## config.mk

```make
export PLATFORM = sky130hd
export DESIGN_NAME = fpdiv_ctrl_flat
export DESIGN_NICKNAME = d
export VERILOG_FILES = /design/src/rtl/fpdiv_ctrl_if.sv /design/src/rtl/fpdiv_ctrl.sv /design/src/flat_wrapper.sv
export SDC_FILE = /design/constraint.sdc
export NUM_CORES = 1
export LEC_CHECK = 0
export ABC_AREA = 1
export ABC_CLOCK_PERIOD_IN_PS = 3400
export CORE_MARGIN = 5
export CORE_UTILIZATION = 40
export DETAILED_ROUTE_END_ITERATION = 10
export DONT_BUFFER_PORTS = 1
export PLACE_DENSITY = 0.6
export SLEW_MARGIN = 20
export SYNTH_ARGS = -nofsm -noshare
export SYNTH_HDL_FRONTEND = slang
export SYNTH_SLANG_ARGS = --single-unit
export TNS_END_PERCENT = 20
```

## constraint.sdc

```tcl
create_clock -name clk -period 3.4 [get_ports clk]
set_clock_uncertainty 0.05 [all_clocks]
set_input_delay 0.68 -clock clk [delete_from_list [all_inputs] [get_ports clk]]
set_output_delay 0.68 -clock clk [all_outputs]
set_load 0.01 [all_outputs]
```

## src/rtl/fpdiv_ctrl_if.sv

```systemverilog
// Control bundle between the issuing unit, the Goldschmidt
// sequencer and the fpdiv datapath control pins.
interface fpdiv_ctrl_if;
  logic       start;
  logic [1:0] sel_muxa;
  logic [1:0] sel_muxb;
  logic       loada;
  logic       loadb;
  logic       loadc;
  logic       busy;
  logic       done;
  logic [3:0] iter;

  modport master (
    output start,
    input  sel_muxa,
    input  sel_muxb,
    input  loada,
    input  loadb,
    input  loadc,
    input  busy,
    input  done,
    input  iter
  );

  modport slave (
    input  start,
    output sel_muxa,
    output sel_muxb,
    output loada,
    output loadb,
    output loadc,
    output busy,
    output done,
    output iter
  );
endinterface

```

## src/rtl/fpdiv_ctrl.sv

```systemverilog
// Goldschmidt divider sequencer: orders the multiply steps on the
// shared multiplier and times the register loads. Moore outputs.
module fpdiv_ctrl #(
  parameter int ITER    = 2,
  parameter int MUL_LAT = 1
) (
  input logic         clk,
  input logic         reset,
  fpdiv_ctrl_if.slave bus
);

  localparam int CW = $clog2(MUL_LAT) + 1;
  localparam logic [CW-1:0] CNT_TOP = CW'(MUL_LAT - 1);
  localparam logic [3:0] ITER_LAST =
    4'((ITER > 0) ? ITER - 1 : 0);

  typedef enum logic [2:0] {
    S_IDLE,
    S_Q0,
    S_D0,
    S_QI,
    S_DI,
    S_DONE
  } state_t;

  state_t        state_q, state_d;
  logic [CW-1:0] cnt_q, cnt_d;
  logic [3:0]    iter_q, iter_d;
  logic [1:0]    sela_q, sela_d;
  logic [1:0]    selb_q, selb_d;
  logic          loadab_q, loadab_d;
  logic          loadc_q, loadc_d;
  logic          busy_q, busy_d;
  logic          done_q, done_d;
  logic          last;
  logic          fin;

  assign last = (cnt_q == '0);

  always_comb begin
    state_d = state_q;
    cnt_d   = cnt_q;
    iter_d  = iter_q;
    case (state_q)
      S_IDLE: begin
        if (bus.start) begin
          state_d = S_Q0;
          cnt_d   = CNT_TOP;
          iter_d  = '0;
        end
      end
      S_Q0, S_D0, S_QI, S_DI: begin
        if (!last) begin
          cnt_d = cnt_q - CW'(1);
        end else begin
          cnt_d = CNT_TOP;
          case (state_q)
            S_Q0: state_d = S_D0;
            S_D0: state_d = (ITER == 0) ? S_DONE : S_QI;
            S_QI: state_d = S_DI;
            default: begin
              iter_d  = iter_q + 4'd1;
              state_d = (iter_q == ITER_LAST) ? S_DONE : S_QI;
            end
          endcase
        end
      end
      S_DONE: begin
        state_d = S_IDLE;
        iter_d  = '0;
      end
      default: begin
        state_d = S_IDLE;
        cnt_d   = '0;
        iter_d  = '0;
      end
    endcase
  end

  // Outputs decode the next state so they are valid the cycle it is entered.
  assign fin = (cnt_d == '0);

  always_comb begin
    sela_d   = 2'b00;
    selb_d   = 2'b00;
    loadab_d = 1'b0;
    loadc_d  = 1'b0;
    busy_d   = 1'b0;
    done_d   = 1'b0;
    case (state_d)
      S_Q0: begin
        sela_d  = 2'b10;
        selb_d  = 2'b01;
        loadc_d = fin;
        busy_d  = 1'b1;
      end
      S_D0: begin
        sela_d   = 2'b10;
        selb_d   = 2'b00;
        loadab_d = fin;
        busy_d   = 1'b1;
      end
      S_QI: begin
        sela_d  = 2'b00;
        selb_d  = 2'b11;
        loadc_d = fin;
        busy_d  = 1'b1;
      end
      S_DI: begin
        sela_d   = 2'b00;
        selb_d   = 2'b10;
        loadab_d = fin;
        busy_d   = 1'b1;
      end
      S_DONE: done_d = 1'b1;
      default: ;
    endcase
  end

  always_ff @(posedge clk or posedge reset) begin
    if (reset) begin
      state_q  <= S_IDLE;
      cnt_q    <= '0;
      iter_q   <= '0;
      sela_q   <= 2'b00;
      selb_q   <= 2'b00;
      loadab_q <= 1'b0;
      loadc_q  <= 1'b0;
      busy_q   <= 1'b0;
      done_q   <= 1'b0;
    end else begin
      state_q  <= state_d;
      cnt_q    <= cnt_d;
      iter_q   <= iter_d;
      sela_q   <= sela_d;
      selb_q   <= selb_d;
      loadab_q <= loadab_d;
      loadc_q  <= loadc_d;
      busy_q   <= busy_d;
      done_q   <= done_d;
    end
  end

  assign bus.sel_muxa = sela_q;
  assign bus.sel_muxb = selb_q;
  assign bus.loada    = loadab_q;
  assign bus.loadb    = loadab_q;
  assign bus.loadc    = loadc_q;
  assign bus.busy     = busy_q;
  assign bus.done     = done_q;
  assign bus.iter     = iter_q;

endmodule

```

## src/flat_wrapper.sv

```systemverilog
// flat-port wrapper written by rule: the top's interface ports become plain ports
module fpdiv_ctrl_flat 
#(
  parameter int ITER    = 2,
  parameter int MUL_LAT = 1
)
  (clk, reset, bus_start, bus_sel_muxa, bus_sel_muxb, bus_loada, bus_loadb, bus_loadc, bus_busy, bus_done, bus_iter);
  fpdiv_ctrl_if bus_i ();
  input logic clk;
  input logic reset;
  input wire logic [$bits(bus_i.start)-1:0] bus_start;
  output wire logic [$bits(bus_i.sel_muxa)-1:0] bus_sel_muxa;
  output wire logic [$bits(bus_i.sel_muxb)-1:0] bus_sel_muxb;
  output wire logic [$bits(bus_i.loada)-1:0] bus_loada;
  output wire logic [$bits(bus_i.loadb)-1:0] bus_loadb;
  output wire logic [$bits(bus_i.loadc)-1:0] bus_loadc;
  output wire logic [$bits(bus_i.busy)-1:0] bus_busy;
  output wire logic [$bits(bus_i.done)-1:0] bus_done;
  output wire logic [$bits(bus_i.iter)-1:0] bus_iter;
  assign bus_i.start = bus_start;
  assign bus_sel_muxa = bus_i.sel_muxa;
  assign bus_sel_muxb = bus_i.sel_muxb;
  assign bus_loada = bus_i.loada;
  assign bus_loadb = bus_i.loadb;
  assign bus_loadc = bus_i.loadc;
  assign bus_busy = bus_i.busy;
  assign bus_done = bus_i.done;
  assign bus_iter = bus_i.iter;
  fpdiv_ctrl #(.ITER(ITER), .MUL_LAT(MUL_LAT)) u_core (.clk(clk), .reset(reset), .bus(bus_i));
endmodule
```

==> impl_results.md <==
- NetSw: 418 uW
- Final hold violations: 0
- Largest net degree at the start of global routing: 16
- Core area: 1900 um2
- Sequential area share after synthesis: 48.5%
- RSZ-0062 raised after global routing: false
- Cts hold-fix bufs: 0
- Post-CTS setup buffers: 0
- Post-CTS sizing: 0
- Max Freq: 669 MHz
- CTS buffer count: 3
- Comb power frac: 47.4%
- RePlAce Congestion: 0.702
- Routed wire length: 1.32 mm
- Critical Path Fanout Max: 4
- DIE HEIGHT: 54 um
- CTS sink cnt: 15
- Sw Share: 49.0%
- DR DRC count: 0
- Worst Path Required: 3.53 ns
- Status: finished, final reports clean
- Least-Margin Pin Slew: 0.574 ns
- PwrDens: 1040 nW/um2
- Most common cell after layout, fill and taps aside: inv_1
- WP buf/inv: 2
- Final cell count without fillers: 121
- Reg2reg setup slack: 1.91 ns
- Register share of total power: 40.5%
- Layout cells sized above 1: 23.4%
- Leakage: 0.000445 uW
- Clk_lat worst skew: 0.28 ns
- CTS tree: yes
- Mapped Cells: 92
- Post-DR vias/cell: 4.50
- Min-Delay Path Class: primary input to async pin
- Final setup violating endpoints: 0
- First DRT Iteration DRCs: 3
- Clock slew at reported path FFs: 0.09 ns
- First-pass GRT wire length: 2.32 mm
- Yosys cell types: 17
- Fin nets: 100
- Post-route ant nets: 0
- GRT Total Usage: 11.0%
- Num rows: 16
- # IOs: 16
- Final period util: 44.0%
- R2R Path Start: u_core.bus.iter[1]
- Critical path's top delay family: simple AND/OR/NAND/NOR gates
- Antenna fix cells: 0
- Cell Area, Synth: 774 um2
- CP peak stage delay: 0.44 ns
- Clock power share: 12.1%
- Post-route cell area: 821 um2
- I/O Buffers: 0
- Critical Path Source Type: register
- Final period demand of the worst path: 1.49 ns
- Antenna violations before repair: 0
- Crit. End Element: register
- Placed Area: 793 um2
- Pre-antenna DRT Iters: 2
- Dpl cells: 117
- Vias: 544
- Crit Path Category: register to register
- Most frequent cells in the layout: inv_1 (16), nand2_1 (15), dfrtp_1 (15)
- Yosys reg bits: 15
- Internal: 435 uW
- Overall power: 853 uW
- WL/cell: 10.9 um
- Fillers: 195
- Most frequent CP cell: nand2_2
- CTS H-Tree Depth: 1
- Cells along the critical path: inv_1 > ha_1 > inv_1 > nor2_1 > nand2_2 > nand2_2 > nand2_2 > nand2_2 > nand2_1 > nand2_1 > nand2_1
- Placed wire-length estimate: 1.01 mm
- Worst R2R End: u_core.bus.busy
- Synthesized Nets: 97
- Number of synthesis warnings: 0
- Die area: 2920 um2
- Syn Area/Cell: 8.42 um2
- Die Width: 54 um
- Clk root buf: clkbuf_4
- CP max stage cell: dfrtp_1
- Initial Utilization: 40.7%
- VDD IR max: 0.392 mV
- Max Buffers Root-to-Sink: 2
- WP data arrival: 1.63 ns
- Fin. max-slew vios: 0
- Setup_tns: 0 ns
- Worst r2r path cells: 11
- Area Growth Syn to Fin: 5.98%
- Max-cap violations: 0
- Number of global-route vias before repair: 561
- Slew HR: 61.7%
- Total grt overflow: 0
## cell usage after synthesis
library cell | n | area, um2
inv_1 | 16 | 60.1
dfrtp_1 | 15 | 375
nand2_1 | 15 | 56.3
nand2_2 | 11 | 68.8
nor2_1 | 9 | 33.8
nand3_1 | 5 | 25.0
nand2_4 | 4 | 45.0
a21oi_1 | 3 | 15.0
o21ai_0 | 3 | 15.0
buf_4 | 2 | 15.0
ha_1 | 2 | 25.0
inv_2 | 2 | 7.51
a21oi_2 | 1 | 8.76
conb_1 | 1 | 3.75
nand4_1 | 1 | 6.26
nor3_1 | 1 | 5.00
o41ai_1 | 1 | 8.76
## sequential cells by signal (all words and copies together) (netlist names)
signal and cells:
u_core.state_q 3, u_core.bus.sel_muxb 2, u_core.bus.sel_muxa 1, u_core.cnt_q 1, u_core.bus.done 1, u_core.bus.iter 4, u_core.bus.busy 1, u_core.bus.loadc 1
u_core.bus.loada 1
## area by class of cell
cell class	instances	area, um2	area share [%]
clock inverters	1	5.00	0.610
clock buffers	3	22.5	2.74
multi-input cells	57	317	38.6
flip-flops and latches	15	375	45.7
well taps	27	33.8	4.12
inverters	18	67.6	8.23
## worst max-delay path by stage
stage                            to  cells past startpoint  slack, ns                from
floorplan           u_core.bus.busy                     11       2.04  u_core.bus.iter[1]
global placement    u_core.bus.busy                     11       1.93  u_core.bus.iter[1]
detailed placement  u_core.bus.busy                     11       1.90  u_core.bus.iter[1]
CTS                 u_core.bus.busy                     11       1.88  u_core.bus.iter[1]
global route        u_core.bus.busy                     11       1.80  u_core.bus.iter[1]
finish              u_core.bus.busy                     11       1.91  u_core.bus.iter[1]
## cells by family (layout without fill, tap and decap cells)
logic type,count (synthesis),count (layout),share of synthesized area (%)
AND/OR/NAND/NOR,46,46,31.0
buffers and inverters,20,22,10.7
flip-flops,15,15,48.5
AO/OA/AOI/OAI,8,8,6.14
adder cells (fa/ha/maj),2,2,3.23
other,1,1,0.484
## power by group through the flow
stage               Clock [uW]  Sequential, uW  Combinational, uW
global placement             0             351                399
CTS                        106             348                410
finish                     103             345                404
global route               113             358                467
detailed placement           0             352                408
floorplan                    0             332                355
## metrics by stage
step	worst slack [ns]	hold slack (ns)	utilization [%]
CTS	1.88	0.285	43.2
global route	1.80	0.327	43.2
floorplan	2.04	0.509	-
finish	1.91	0.278	43.2
detailed placement	1.90	0.563	41.7
global placement	1.93	0.554	41.7
## layer usage
metal | track usage, % | vias to the layer above | share of wire [%]
met1 | 14.1 | 254 | 45
met4 | 6.22 | 0 | 1.4
met5 | 0 | - | 0
met3 | 2.49 | 2 | 3.3
li1 | - | 280 | -
met2 | 16.9 | 8 | 50
Note: power is estimated with default switching activity, not from simulation.
